### config.mk
export PLATFORM = sky130hd
export DESIGN_NAME = collision_engine
export DESIGN_NICKNAME = d
export VERILOG_FILES = /design/src/rtl/collision_engine.sv
export SDC_FILE = /design/constraint.sdc
export NUM_CORES = 1
export LEC_CHECK = 0
export ABC_AREA = 1
export CORE_MARGIN = 1.5
export CORE_UTILIZATION = 40
export CTS_BUF_LIST = sky130_fd_sc_hd__clkbuf_4
export DETAILED_ROUTE_END_ITERATION = 16
export PLACE_DENSITY = 0.59
export SETUP_SLACK_MARGIN = 0.1
export SKIP_CTS_REPAIR_TIMING = 1
export SLEW_MARGIN = 10
export SYNTH_ARGS = -nofsm -noshare
export SYNTH_HDL_FRONTEND = slang
export SYNTH_SLANG_ARGS = --single-unit
### constraint.sdc
create_clock -name clock -period 8.5 [get_ports clock]
set_clock_uncertainty 0.05 [all_clocks]
set_input_delay 1.275 -clock clock [delete_from_list [all_inputs] [get_ports clock]]
set_output_delay 1.275 -clock clock [all_outputs]
set_load 0.02 [all_outputs]
### src/rtl/collision_engine.sv
// Per-frame collision resolver: checks the ball's next position against walls, paddle and bricks.
// Bricks are read one per clock from brick memory; the first hit ends the scan and clears it.
module collision_engine #(
    parameter int unsigned COORD_W    = 8,
    parameter int unsigned VEL_W      = 3,
    parameter int unsigned LEN_W      = 5,
    parameter int unsigned DIM_W      = 4,
    parameter int unsigned SCREEN_W   = 160,
    parameter int unsigned SCREEN_H   = 120,
    parameter int unsigned NUM_BRICKS = 40,
    parameter int unsigned IDX_W      = 6
) (
    input  logic               clock,
    input  logic               reset,
    input  logic               start,
    input  logic [COORD_W-1:0] ballX,
    input  logic [COORD_W-1:0] ballY,
    input  logic [VEL_W-1:0]   vX,
    input  logic [VEL_W-1:0]   vY,
    input  logic [COORD_W-1:0] paddleX,
    input  logic [COORD_W-1:0] paddleY,
    input  logic [LEN_W-1:0]   length,
    output logic [IDX_W-1:0]   brick_rd_index,
    input  logic [COORD_W-1:0] brickX,
    input  logic [COORD_W-1:0] brickY,
    input  logic [DIM_W-1:0]   brickW,
    input  logic [DIM_W-1:0]   brickH,
    input  logic               brickActive,
    output logic               brick_wr_en,
    output logic [IDX_W-1:0]   brick_wr_index,
    output logic               busy,
    output logic               done,
    output logic               cX,
    output logic               cY,
    output logic               cBrickX,
    output logic               cBrickY,
    output logic [IDX_W-1:0]   hit_index,
    output logic               ball_lost
);

    localparam int unsigned SW = COORD_W + 2;
    localparam logic signed [SW-1:0] XMax = SW'(SCREEN_W - 1);
    localparam logic signed [SW-1:0] YMax = SW'(SCREEN_H - 1);

    typedef enum logic [1:0] {StIdle, StFill, StScan, StDone} state_t;

    state_t r_state, w_state_next;

    logic [COORD_W-1:0] r_ballX, r_ballY, r_paddleX, r_paddleY;
    logic [VEL_W-1:0]   r_vX, r_vY;
    logic [LEN_W-1:0]   r_length;
    logic [IDX_W-1:0]   r_rd_index, r_wr_index, r_hit_index;
    logic               r_wr_en, r_cX, r_cY, r_cBrickX, r_cBrickY, r_lost;

    logic signed [SW-1:0] w_vX_ext, w_vY_ext, w_nX, w_nY;
    logic [COORD_W:0]     w_pad_right, w_bx_end, w_by_end;
    logic                 w_wall_x, w_wall_y, w_lost, w_hit_paddle;
    logic                 w_in_x, w_in_y, w_hit_brick, w_out_x, w_out_y, w_last;
    logic [IDX_W-1:0]     w_j;

    // Next position at two extra bits so off-screen values stay signed and unwrapped
    assign w_vX_ext = {{(SW-VEL_W){r_vX[VEL_W-1]}}, r_vX};
    assign w_vY_ext = {{(SW-VEL_W){r_vY[VEL_W-1]}}, r_vY};
    assign w_nX     = $signed({2'b00, r_ballX}) + w_vX_ext;
    assign w_nY     = $signed({2'b00, r_ballY}) + w_vY_ext;

    assign w_wall_x = w_nX[SW-1] || (w_nX > XMax);
    assign w_wall_y = w_nY[SW-1];
    assign w_lost   = !w_nY[SW-1] && (w_nY > YMax);

    assign w_pad_right  = {1'b0, r_paddleX} + {{(COORD_W+1-LEN_W){1'b0}}, r_length};
    assign w_hit_paddle = !r_vY[VEL_W-1] && (r_vY != '0) && (r_ballY < r_paddleY)
                          && (w_nY >= $signed({2'b00, r_paddleY}))
                          && (w_nX >= $signed({2'b00, r_paddleX}))
                          && (w_nX <= $signed({1'b0, w_pad_right}));

    assign w_bx_end    = {1'b0, brickX} + {{(COORD_W+1-DIM_W){1'b0}}, brickW};
    assign w_by_end    = {1'b0, brickY} + {{(COORD_W+1-DIM_W){1'b0}}, brickH};
    assign w_in_x      = (w_nX >= $signed({2'b00, brickX})) && (w_nX < $signed({1'b0, w_bx_end}));
    assign w_in_y      = (w_nY >= $signed({2'b00, brickY})) && (w_nY < $signed({1'b0, w_by_end}));
    assign w_hit_brick = brickActive && w_in_x && w_in_y;
    assign w_out_x     = (r_ballX < brickX) || ({1'b0, r_ballX} >= w_bx_end);
    assign w_out_y     = (r_ballY < brickY) || ({1'b0, r_ballY} >= w_by_end);

    // Data on the brick port belongs to the address issued one cycle earlier
    assign w_j    = r_rd_index - IDX_W'(1);
    assign w_last = (w_j == IDX_W'(NUM_BRICKS - 1));

    always_ff @(posedge clock or negedge reset) begin
        if (!reset) begin
            r_state <= StIdle;
        end else begin
            r_state <= w_state_next;
        end
    end

    always_comb begin
        w_state_next = r_state;
        unique case (r_state)
            StIdle: if (start) w_state_next = StFill;
            StFill: w_state_next = StScan;
            StScan: if (w_hit_brick || w_last) w_state_next = StDone;
            StDone: w_state_next = StIdle;
            default: w_state_next = StIdle;
        endcase
    end

    always_ff @(posedge clock or negedge reset) begin
        if (!reset) begin
            r_ballX     <= '0;
            r_ballY     <= '0;
            r_paddleX   <= '0;
            r_paddleY   <= '0;
            r_vX        <= '0;
            r_vY        <= '0;
            r_length    <= '0;
            r_rd_index  <= '0;
            r_wr_index  <= '0;
            r_hit_index <= '0;
            r_wr_en     <= 1'b0;
            r_cX        <= 1'b0;
            r_cY        <= 1'b0;
            r_cBrickX   <= 1'b0;
            r_cBrickY   <= 1'b0;
            r_lost      <= 1'b0;
        end else begin
            r_wr_en <= 1'b0;
            case (r_state)
                StIdle: begin
                    if (start) begin
                        r_ballX     <= ballX;
                        r_ballY     <= ballY;
                        r_paddleX   <= paddleX;
                        r_paddleY   <= paddleY;
                        r_vX        <= vX;
                        r_vY        <= vY;
                        r_length    <= length;
                        r_rd_index  <= '0;
                        r_hit_index <= '0;
                        r_cX        <= 1'b0;
                        r_cY        <= 1'b0;
                        r_cBrickX   <= 1'b0;
                        r_cBrickY   <= 1'b0;
                        r_lost      <= 1'b0;
                    end
                end
                StFill: r_rd_index <= IDX_W'(1);
                StScan: begin
                    r_rd_index <= r_rd_index + IDX_W'(1);
                    if (w_hit_brick || w_last) begin
                        r_cX   <= w_wall_x;
                        r_cY   <= w_wall_y || w_hit_paddle;
                        r_lost <= w_lost;
                    end
                    if (w_hit_brick) begin
                        // A ball already inside the brick reflects vertically
                        r_cBrickX   <= w_out_x;
                        r_cBrickY   <= w_out_y || !w_out_x;
                        r_hit_index <= w_j;
                        r_wr_index  <= w_j;
                        r_wr_en     <= 1'b1;
                    end
                end
                default: ;
            endcase
        end
    end

    assign brick_rd_index = r_rd_index;
    assign brick_wr_en    = r_wr_en;
    assign brick_wr_index = r_wr_index;
    assign busy           = (r_state != StIdle);
    assign done           = (r_state == StDone);
    assign cX             = r_cX;
    assign cY             = r_cY;
    assign cBrickX        = r_cBrickX;
    assign cBrickY        = r_cBrickY;
    assign hit_index      = r_hit_index;
    assign ball_lost      = r_lost;

endmodule

==> results of run 1 <==
[per-stage QoR]
stage               hold slack (ps)  area (um2)  power, mW  setup WS [ps]  util, %
global route                    477        8010       3.97           3940     49.9
floorplan                       403        6640       2.55           4660        -
global placement                420        7830       3.18           3840     48.8
detailed placement              420        7830       3.21           3750     48.8
finish                          450        8010       3.46           4290     49.9
CTS                             454        8000       3.51           4260     49.8
[registers in the layout, summed over array words and instances, names as in the netlist]
name            count
cBrickY             1
r_paddleY           8
cY                  1
r_state             2
cBrickX             1
r_vX                3
brick_rd_index      6
brick_wr_en         1
r_ballY             8
r_ballX             8
hit_index           6
r_length            5
brick_wr_index      6
r_paddleX           8
ball_lost           1
r_vY                3
cX                  1
[synthesized netlist by cell type (all sizes together) (2+ instances only)]
cell type,number
o21ai,52
xor2,25
clkbuf,7
nor3,5
inv,109
or2,2
a211oi,2
nand2,266
o22ai,3
o21bai,6
nor2,58
nand4,15
a21boi,5
a31oi,3
buf,3
a21oi,53
nand3,42
a31o,2
dfrtp,69
xnor2,5
fa,5
nand3b,3
a21o,2
o211ai,4
ha,131
[kinds of logic (layout without fill, tap and decap cells)]
| logic type | after synthesis | in the layout | share of synthesized area [%] |
|---|---|---|---|
| flops | 69 | 69 | 26.0 |
| xor+xnor | 30 | 30 | 3.96 |
| buf+inv | 120 | 224 | 6.97 |
| other cells | 0 | 2 | 0 |
| compound gates | 133 | 133 | 11.4 |
| simple gates | 392 | 392 | 25.5 |
| fa+ha+maj | 136 | 136 | 26.2 |
[power groups by stage]
stage,sequential [mW],combinational [mW],clock [mW]
2_1_floorplan,0.601,1.95,0
3_3_place_gp,0.616,2.56,0
3_5_place_dp,0.617,2.59,0
4_1_cts,0.610,2.62,0.283
5_1_grt,0.629,3.04,0.298
6_report,0.604,2.58,0.273
[critical path, stage by stage]
cell and delay (ps):
clkdlybuf4s50_1 510, ha_1 170, inv_1 50, fa_1 400, o21ai_0 340, nand2_1 90
nor2_1 180, nand3_1 140, ha_1 210, nor3b_1 250, nand3_2 120, nor3_4 150
nand3_4 160, nand2_4 100, nand3_4 180, nand2_1 140, o21ai_2 50
[routing by layer]
layer / wire length [um] / vias up
met1: 7730 / 2516
met3: 400 / 21
met2: 7460 / 72
met4: 274 / 0
li1: - / 3115
met5: 0 / -
[final cells by class]
cell class / count / share of cell area, %
Inverter: 110 / 5.16
Timing Repair Buffer: 98 / 12.1
Clock inverter: 7 / 1.31
Tap cell: 216 / 3.37
Sequential cell: 69 / 21.6
Multi-Input combinational cell: 691 / 55.6
Antenna cell: 2 / 0.0625
Clock buffer: 9 / 0.844
[worst min-delay path by stage]
stage / from / endpoint / slack [ps] / depth (start not counted)
after floorplan: r_length[0] / r_length[0] / 400 / 2
after CTS: r_length[0] / r_length[0] / 450 / 2
after global routing: r_length[0] / r_length[0] / 480 / 2
final: r_length[0] / r_length[0] / 450 / 2
after global placement: r_length[0] / r_length[0] / 420 / 2
after detailed placement: r_length[0] / r_length[0] / 420 / 2
==> summary.txt, run 1 <==
Die
  • Core Region: 16,100 um2
  • # IOs: 97
  • Starting density of the core: about two fifths
  • Die Wd: 132 um
  • Die height: approximately 130 um
  • Die area: approximately 17,000 um2
  • # rows: 46

Synthesis
  • Most used DFF post-synth: dfrtp_1
  • Synth Register Bits: 69
  • Synthesized area per cell: roughly 7.5 um2
  • Ys async rst share: 100%
  • Synthesized instance count: between 800 and 900
  • Post-synth EDFFs: 0
  • Synth warn: 0
  • Unique masters post-synth: 41
  • Cell taking the most area after synthesis: dfrtp_1
  • Sequential area share after synthesis: around a quarter
  • Syn Nets: ~1,100
  • Post-synth top area share: about a quarter
  • Area of the mapped netlist: approximately 6600 um2
  • Synth area leaders: dfrtp_1 (26%), ha_1 (25%), nand2_1 (14%), inv_1 (6.0%), a21oi_1 (3.9%)

STA
  • Final worst path period share: 49.6%
  • Final Hold Vio Count: 0
  • Slew headroom: a little over a third
  • Final TNS setup: 0 ps
  • Max-slew violations: 0
  • Fmax: 237 MHz
  • Final setup viols: 0
  • RSZ-0062 raised after global routing: false
  • Crit path time final: 4210 ps
  • Worst-Margin Slew: roughly 960 ps

Hold path
  • Hold Path Class: register to register

Setup path
  • Crit path DAT: 4530 ps
  • Start point of the critical path: brickX[0]
  • R2r setup slk: approximately 4800 ps
  • Worst setup endpoint: hit_index[1]
  • Critical Path End Type: register
  • Critical-path maximum fanout: 13
  • Critical path class: primary input to register
  • R2R depth: 21
  • CP Launch Type: primary input
  • Worst reg2reg path startpoint: r_vY[2]
  • RR Endpoint: hit_index[1]
  • Crit path required time: about 9000 ps

Placed design
  • Number of port buffers: 96
  • DPL Wire Length: ~13,000 um
  • Placed Instances: 1,184
  • RD Place Congestion: ~0.86

Pwr
  • Leakage power: approximately 4.2 nW
  • Clock power frac: 7.9%
  • Sw Share: 53.6%
  • Cell Pwr Density: 431 nW/um2
  • VDD IR max: 213 uV
  • Internal power: 1.60 mW
  • Sw Pwr: 1.85 mW
  • Combinational fraction of design power: approximately three quarters
  • Sequential power share: 17.5%

Clock network
  • Clk buf depth: 2
  • Num CTS Buffers: 9
  • H-tree depth: 3
  • Worst skew pair latency: about 480 ps
  • Reg clk slew, reported paths: about 130 ps
  • TritonCTS clock tree: yes
  • Root buf cell: clkbuf_4
  • Clk sinks: just under 70

Global routing
  • M1 GR Usage: about a quarter
  • Largest net degree at the start of global routing: 70
  • Busiest grt layer: met2
  • First-pass GRT wire length: ~27,000 um
  • Total track usage: between 10% and 20%
  • GRT met2 Usage: between 30 and 40%
  • Number of global-route vias before repair: 5,741
  • Antenna violations before repair: 1
  • Total global routing overflow: 0
  • M3 GR Usage: about 3.2%

Cells and area
  • Final cell count without fillers: around 1,200
  • Most common cell after layout, fill and taps aside: nand2_1
  • Register area: roughly 1700 um2
  • Layout cells sized above 1: between 5 and 6%
  • Nets@finish: ~1,200
  • Area growth syn-to-layout: 20.6%
  • Commonest cells after routing, fill and taps aside: nand2_1 (255), ha_1 (131), inv_1 (107), clkdlybuf4s50_1 (95), dfrtp_1 (69)
  • # fillers: 1,624
  • Area occupied by multi-input gates: between 4000 and 5000 um2

Run
  • Max-cap viol count: 0

Run status
  • Outcome: finished, final reports clean

Drt
  • Avg WL per Cell: roughly 13 um
  • Vias: 5,724
  • Final WL: between 15,000 and 20,000 um
  • Via density: ~4.8
  • DRC: 0
  • ANT nets after route: 0
  • Pre-Repair DR Iteration Count: 4
  • Iteration-0 DRC Markers: ~230
Note: power is estimated with default switching activity, not from simulation.
==> run 2, diff against run 1 <==
--- a/config.mk
+++ b/config.mk
@@ -10,7 +10,7 @@
 export CORE_UTILIZATION = 40
 export CTS_BUF_LIST = sky130_fd_sc_hd__clkbuf_4
 export DETAILED_ROUTE_END_ITERATION = 16
-export PLACE_DENSITY = 0.59
+export PLACE_DENSITY = 0.61
 export SETUP_SLACK_MARGIN = 0.1
 export SKIP_CTS_REPAIR_TIMING = 1
 export SLEW_MARGIN = 10
==> constraint.sdc (replaced) <==
create_clock -name clock -period 3.4 [get_ports clock]
set_clock_uncertainty 0.05 [all_clocks]
set_input_delay 0.51 -clock clock [delete_from_list [all_inputs] [get_ports clock]]
set_output_delay 0.51 -clock clock [all_outputs]
set_load 0.02 [all_outputs]
==> run 2 against run 1 <==
Sequential power increased by 150%; first-iteration DRC count decreased by 7.4%; critical path depth increased by 3; largest cell class unchanged.
==> summary.txt, run 2 (synthesis results as in run 1) <==
Run status
  • Outcome: finished, final reports clean

Hold path
  • Hold Path Class: primary input to asynchronous set/reset pin

Drt
  • Pre-Repair DR Iteration Count: 5 (+1)
  • Avg WL per Cell: 13.3 um (+1.0%)
  • Final WL: 17,100 um (+7.7%)
  • Iteration-0 DRC Markers: 214 (-7.4%)
  • Via density: 4.81 (+1.0%)
  • Vias: 6,168 (+7.8%)
  • DRC: 0 (unchanged)
  • ANT nets after route: 0 (unchanged)

Placed design
  • RD Place Congestion: 0.864 (+0.70%)
  • Setup WS pre-CTS: -409 ps (-4160 ps)
  • Number of port buffers: 96 (unchanged)
  • DPL Wire Length: 13,400 um (+6.1%)

STA
  • Final setup viols: 0 (unchanged)
  • Worst-Margin Slew: 906 ps (-58.2 ps)
  • Final worst path period share: a little over nine tenths
  • Max-slew violations: 0 (unchanged)
  • Final Hold Vio Count: 0 (unchanged)
  • Crit path time final: between 3000 and 4000 ps
  • Fmax: 301 MHz
  • Final TNS setup: 0 ps (unchanged)
  • Final worst slack: 80.8 ps (-4200 ps)
  • RSZ-0062 raised after global routing: true
  • Slew headroom: 39.6% (+4.0 points)

Clock network
  • Clk sinks: 69 (unchanged)
  • H-tree depth: 3 (unchanged)
  • TritonCTS clock tree: yes
  • Root buf cell: clkbuf_4
  • Num CTS Buffers: 9 (unchanged)
  • Worst skew pair latency: 470 ps (about the same)
  • Reg clk slew, reported paths: 150 ps (+20 ps)
  • Clk buf depth: 2 (unchanged)

Setup path
  • Critical Path End Type: register
  • R2r setup slk: 80 ps (-4690 ps)
  • CP Launch Type: register
  • Crit path DAT: 3630 ps (-900 ps)
  • Critical path buffer and inverter count: 4 (+2)
  • Critical-path maximum fanout: 4 (-9)
  • Crit-path slowest cell: dfrtp_2
  • Crit-path cells: buf_6 > ha_4 > a21oi_4 > nand2_2 > a21oi_2 > xor2_1 > inv_2 > ha_1 > buf_4 > a21oi_1 > nand3_1 > nand2_1 > nand3_2 > nor2_4 > nor3_4 > nand3_4 > nand3_4 > buf_6 > nand4_1 > nand2_1
  • CP max stage delay: 460 ps (-50 ps)
  • CP top delay family: simple AND/OR/NAND/NOR gates
  • Critical path class: register to register
  • Crit path required time: 3710 ps (-5100 ps)

Cells and area
  • Layout cells sized above 1: 18.0% (+13 points)
  • Nets@finish: 1,267 (+6.8%)
  • Commonest cells after routing, fill and taps aside: nand2_1 (241), ha_1 (117), inv_1 (104), clkdlybuf4s50_1 (94), buf_4 (77)
  • Most common cell after layout, fill and taps aside: nand2_1
  • Area growth syn-to-layout: 35.9%

Global routing
  • Number of global-route vias before repair: 5,908 (+2.9%)
  • Total global routing overflow: 0 (unchanged)
  • Total track usage: 20.2% (+0.65 points)
  • First-pass GRT wire length: 28,400 um (+3.5%)
  • Largest net degree at the start of global routing: 70 (unchanged)
  • Antenna violations before repair: 1 (unchanged)

Die
  • Die area: 17,400 um2 (unchanged)
  • # IOs: 97 (unchanged)
  • Core Region: 16,100 um2 (unchanged)
  • Die Wd: 132 um (unchanged)
  • Starting density of the core: 41.4% (unchanged)
  • # rows: 46 (unchanged)
  • Die height: 132 um (unchanged)

Pwr
  • VDD IR max: 478 uV (+120%)
  • Cell Pwr Density: 1130 nW/um2 (+160%)
  • Leakage power: 4.64 nW (+10%)

Run
  • Max-cap viol count: 0 (unchanged)
[run 2: changes by cell type in the layout (fill, tap and decap cells not counted), sizes merged]
cell and change:
buf +80, clkdlybuf4s50 -1, diode -1, dlymetal6s2s +1, nand3 +1
[run 2: routing by layer]
| layer | up-vias | GRT usage [%] | share of wire [%] | routed length (um) |
|---|---|---|---|---|
| met2 | 77 | 35.9 | 50 | 8570 |
| met4 | 0 | 5.43 | 1.4 | 235 |
| met5 | - | 0 | 0 | 0 |
| met3 | 17 | 3.00 | 2.5 | 429 |
| met1 | 2804 | 25.4 | 46 | 7860 |
| li1 | 3270 | - | - | - |
[run 2: area by class of cell]
type | instances | area [um2]
inverter | 110 | 415
clock buffer | 9 | 67.6
antenna | 1 | 2.50
clock inverter | 7 | 105
fill | 1541 | 7040
multi-input combinational | 692 | 4830
sequential | 69 | 1730
tap | 216 | 270
timing repair buffer | 178 | 1600
[run 2: metrics by stage]
step	hold slack (ps)	instances	cell area (um2)	utilization, %	power (mW)
2_1_floorplan	164	880	6640	-	6.38
3_3_place_gp	419	1253	8360	52.1	8.53
3_5_place_dp	420	1253	8360	52.1	8.63
4_1_cts	188	1269	8530	53.1	9.38
5_1_grt	215	1282	9020	56.2	11.5
6_report	165	1282	9020	56.2	10.2
[run 2: worst reg2reg max path: stages, from the launching register on]
cell and delay (ps):
dfrtp_2 460, buf_6 130, ha_4 230, a21oi_4 140, nand2_2 80, a21oi_2 190, xor2_1 210, inv_2 100
ha_1 300, buf_4 140, a21oi_1 150, nand3_1 110, nand2_1 90, nand3_2 110, nor2_4 130, nor3_4 50
nand3_4 140, nand3_4 120, buf_6 160, nand4_1 80, nand2_1 60
[run 2: final timing paths]
check / startpoint / to / depth (start not counted)
max in group asynchronous: reset / r_ballX[4] / 2
min in group clock: r_length[0] / r_length[0] / 2
setup / recovery: r_vY[2] / cY / 20
hold / removal: reset / brick_wr_index[4] / 2
hold reg to reg: r_length[0] / r_length[0] / 2
setup reg to reg: r_vY[2] / cY / 20
[run 2: power by group]
part           leakage, nW  internal (mW)  switching [mW]
logic                 3.67           3.56            4.47
clock network       0.0895          0.311           0.376
registers            0.879           1.16           0.320
total                 4.64           5.02            5.17
==> run 3, diff against run 2 <==
--- a/config.mk
+++ b/config.mk
@@ -9,11 +9,12 @@
 export CORE_MARGIN = 1.5
 export CORE_UTILIZATION = 40
 export CTS_BUF_LIST = sky130_fd_sc_hd__clkbuf_4
+export CTS_CLUSTER_DIAMETER = 150
 export DETAILED_ROUTE_END_ITERATION = 16
 export PLACE_DENSITY = 0.61
 export SETUP_SLACK_MARGIN = 0.1
 export SKIP_CTS_REPAIR_TIMING = 1
-export SLEW_MARGIN = 10
+export SKIP_LAST_GASP = 1
 export SYNTH_ARGS = -nofsm -noshare
 export SYNTH_HDL_FRONTEND = slang
 export SYNTH_SLANG_ARGS = --single-unit
==> run 3 against run 2 <==
Hold slack about the same; routed wire length unchanged; fmax unchanged; flip-flop and latch count unchanged; die area unchanged; largest cell class unchanged.
==> summary.txt, run 3 (synthesis results as in run 1) <==
Clock network
  • Clk buf depth: 2 (unchanged)
  • H-tree depth: 3 (unchanged)
  • Reg clk slew, reported paths: 150 ps (about the same)
  • Worst skew pair latency: 470 ps (about the same)
  • Root buf cell: clkbuf_4
  • TritonCTS clock tree: yes
  • Clk sinks: 69 (unchanged)
  • Num CTS Buffers: 9 (unchanged)

Drt
  • Avg WL per Cell: 13.3 um (unchanged)
  • Iteration-0 DRC Markers: 208 (-2.8%)
  • DRC: 0 (unchanged)
  • Via density: 4.81 (unchanged)
  • Pre-Repair DR Iteration Count: 5 (unchanged)
  • Final WL: 17,100 um (unchanged)
  • ANT nets after route: 0 (unchanged)
  • Vias: 6,168 (unchanged)

STA
  • Final worst path period share: 97.6% (about the same)
  • Worst-Margin Slew: 906 ps (-0.0634 ps)
  • Final hold slack: 165 ps (-0.0240 ps)
  • Crit path time final: 3320 ps (-0.00310 ps)
  • Final Hold Vio Count: 0 (unchanged)
  • Final setup viols: 0 (unchanged)
  • RSZ-0062 raised after global routing: true
  • Max-slew violations: 0 (unchanged)
  • Fmax: 301 MHz (unchanged)
  • Slew headroom: 39.6% (about the same)

Setup path
  • Crit-path slowest cell: dfrtp_2
  • CP max stage delay: 460 ps (about the same)
  • Start point of the critical path: r_vY[2]
  • Critical path class: register to register
  • Critical-path maximum fanout: 4 (unchanged)
  • R2r setup slk: 80 ps (about the same)
  • Critical Path End Type: register
  • RR Endpoint: cY
  • R2R depth: 20 (unchanged)
  • Crit path required time: 3710 ps (about the same)
  • CP Launch Type: register
  • Worst reg2reg path startpoint: r_vY[2]
  • Crit path DAT: 3630 ps (about the same)
  • Crit-path cells: buf_6 > ha_4 > a21oi_4 > nand2_2 > a21oi_2 > xor2_1 > inv_2 > ha_1 > buf_4 > a21oi_1 > nand3_1 > nand2_1 > nand3_2 > nor2_4 > nor3_4 > nand3_4 > nand3_4 > buf_6 > nand4_1 > nand2_1

Cells and area
  • Most common cell after layout, fill and taps aside: nand2_1
  • Area growth syn-to-layout: 35.8% (about the same)
  • Area occupied by multi-input gates: 4830 um2 (about the same)
  • Nets@finish: 1,267 (unchanged)
  • Final cell count without fillers: 1,282 (unchanged)
  • Register area: 1730 um2 (unchanged)
  • Commonest cells after routing, fill and taps aside: nand2_1 (242), ha_1 (117), inv_1 (104), clkdlybuf4s50_1 (94), buf_4 (77)
  • # fillers: 1,542 (+0.065%)
  • Layout cells sized above 1: 17.9% (-0.094 points)

Global routing
  • Number of global-route vias before repair: 5,908 (unchanged)
  • Total global routing overflow: 0 (unchanged)
  • Total track usage: 20.2% (unchanged)
  • Largest net degree at the start of global routing: 70 (unchanged)
  • First-pass GRT wire length: 28,400 um (unchanged)
  • Antenna violations before repair: 1 (unchanged)

Die
  • Die Wd: 132 um (unchanged)
  • Die area: 17,400 um2 (unchanged)
  • Core Region: 16,100 um2 (unchanged)
  • Die height: 132 um (unchanged)
  • # rows: 46 (unchanged)
  • # IOs: 97 (unchanged)
  • Starting density of the core: 41.4% (unchanged)

Pwr
  • Cell Pwr Density: 1130 nW/um2 (about the same)
  • VDD IR max: 478 uV (about the same)
  • Sw Share: 50.7% (about the same)
  • Clock power frac: 6.7% (about the same)
  • Sequential power share: 14.5% (about the same)
  • Sw Pwr: 5.17 mW (about the same)
  • Leakage power: 4.64 nW (about the same)
  • Combinational fraction of design power: 78.8% (about the same)
  • Internal power: 5.02 mW (about the same)

Placed design
  • RD Place Congestion: 0.864 (unchanged)
  • DPL Wire Length: 13,400 um (unchanged)
  • Placed Instances: 1,253 (unchanged)
  • Number of port buffers: 96 (unchanged)

Run status
  • Outcome: finished, final reports clean

Run
  • Max-cap viol count: 0 (unchanged)

Hold path
  • Hold Path Class: primary input to asynchronous set/reset pin
-- run 3: cell types whose count changed in the layout (fill, tap and decap cells not counted) --
cell | before | now
nand2_2 | 23 | 22
nand2_1 | 241 | 242
-- run 3: cell type report --
class	instances	share of cell area, %
repair buffers	178	17.8
well taps	216	3.00
clock buffers	9	0.749
flip-flops and latches	69	19.2
diodes	1	0.0277
inverters	110	4.61
multi-input cells	692	53.5
clock inverters	7	1.17
-- run 3: critical path: cells and delay by family, from the launching register on --
family	cells	cell delay, ps
AO/OA/AOI/OAI	3	480
XOR/XNOR	1	210
adder cells (fa/ha/maj)	2	530
buffers and inverters	4	530
flip-flops	1	460
AND/OR/NAND/NOR	10	960
-- run 3: metal layers --
metal  global-route usage [%]  vias to the layer above  wire length, um
met5                        0                        -                0
met4                     5.43                        0              235
met3                     3.00                       17              429
met2                     35.9                       77             8570
met1                     25.4                     2804             7860
li1                         -                     3270                -
-- run 3: worst max path at each step --
stage                              to  slack (ps)  cells after the start
global route        brick_wr_index[1]        -120                     21
floorplan                hit_index[5]         200                     22
global placement         hit_index[2]        -330                     20
finish                             cY          80                     20
detailed placement       hit_index[2]        -410                     17
CTS                                cY         -80                     18
-- run 3: power by group through the flow --
stage,registers [mW],clock network (mW),logic (mW)
global route,1.53,0.747,9.24
detailed placement,1.47,0,7.16
CTS,1.45,0.716,7.21
global placement,1.47,0,7.06
floorplan,1.50,0,4.88
finish,1.48,0.687,8.02
-- run 3: through the flow --
step	cell area [um2]	power, mW	setup TNS [ps]	setup slack, ps	util, %
finish	9020	10.2	0	80.8	56.2
global route	9020	11.5	-1490	-118	56.2
CTS	8530	9.38	-635	-78.7	53.1
detailed placement	8360	8.63	-6730	-409	52.1
global placement	8360	8.53	-5100	-332	52.1
floorplan	6640	6.38	0	201	-
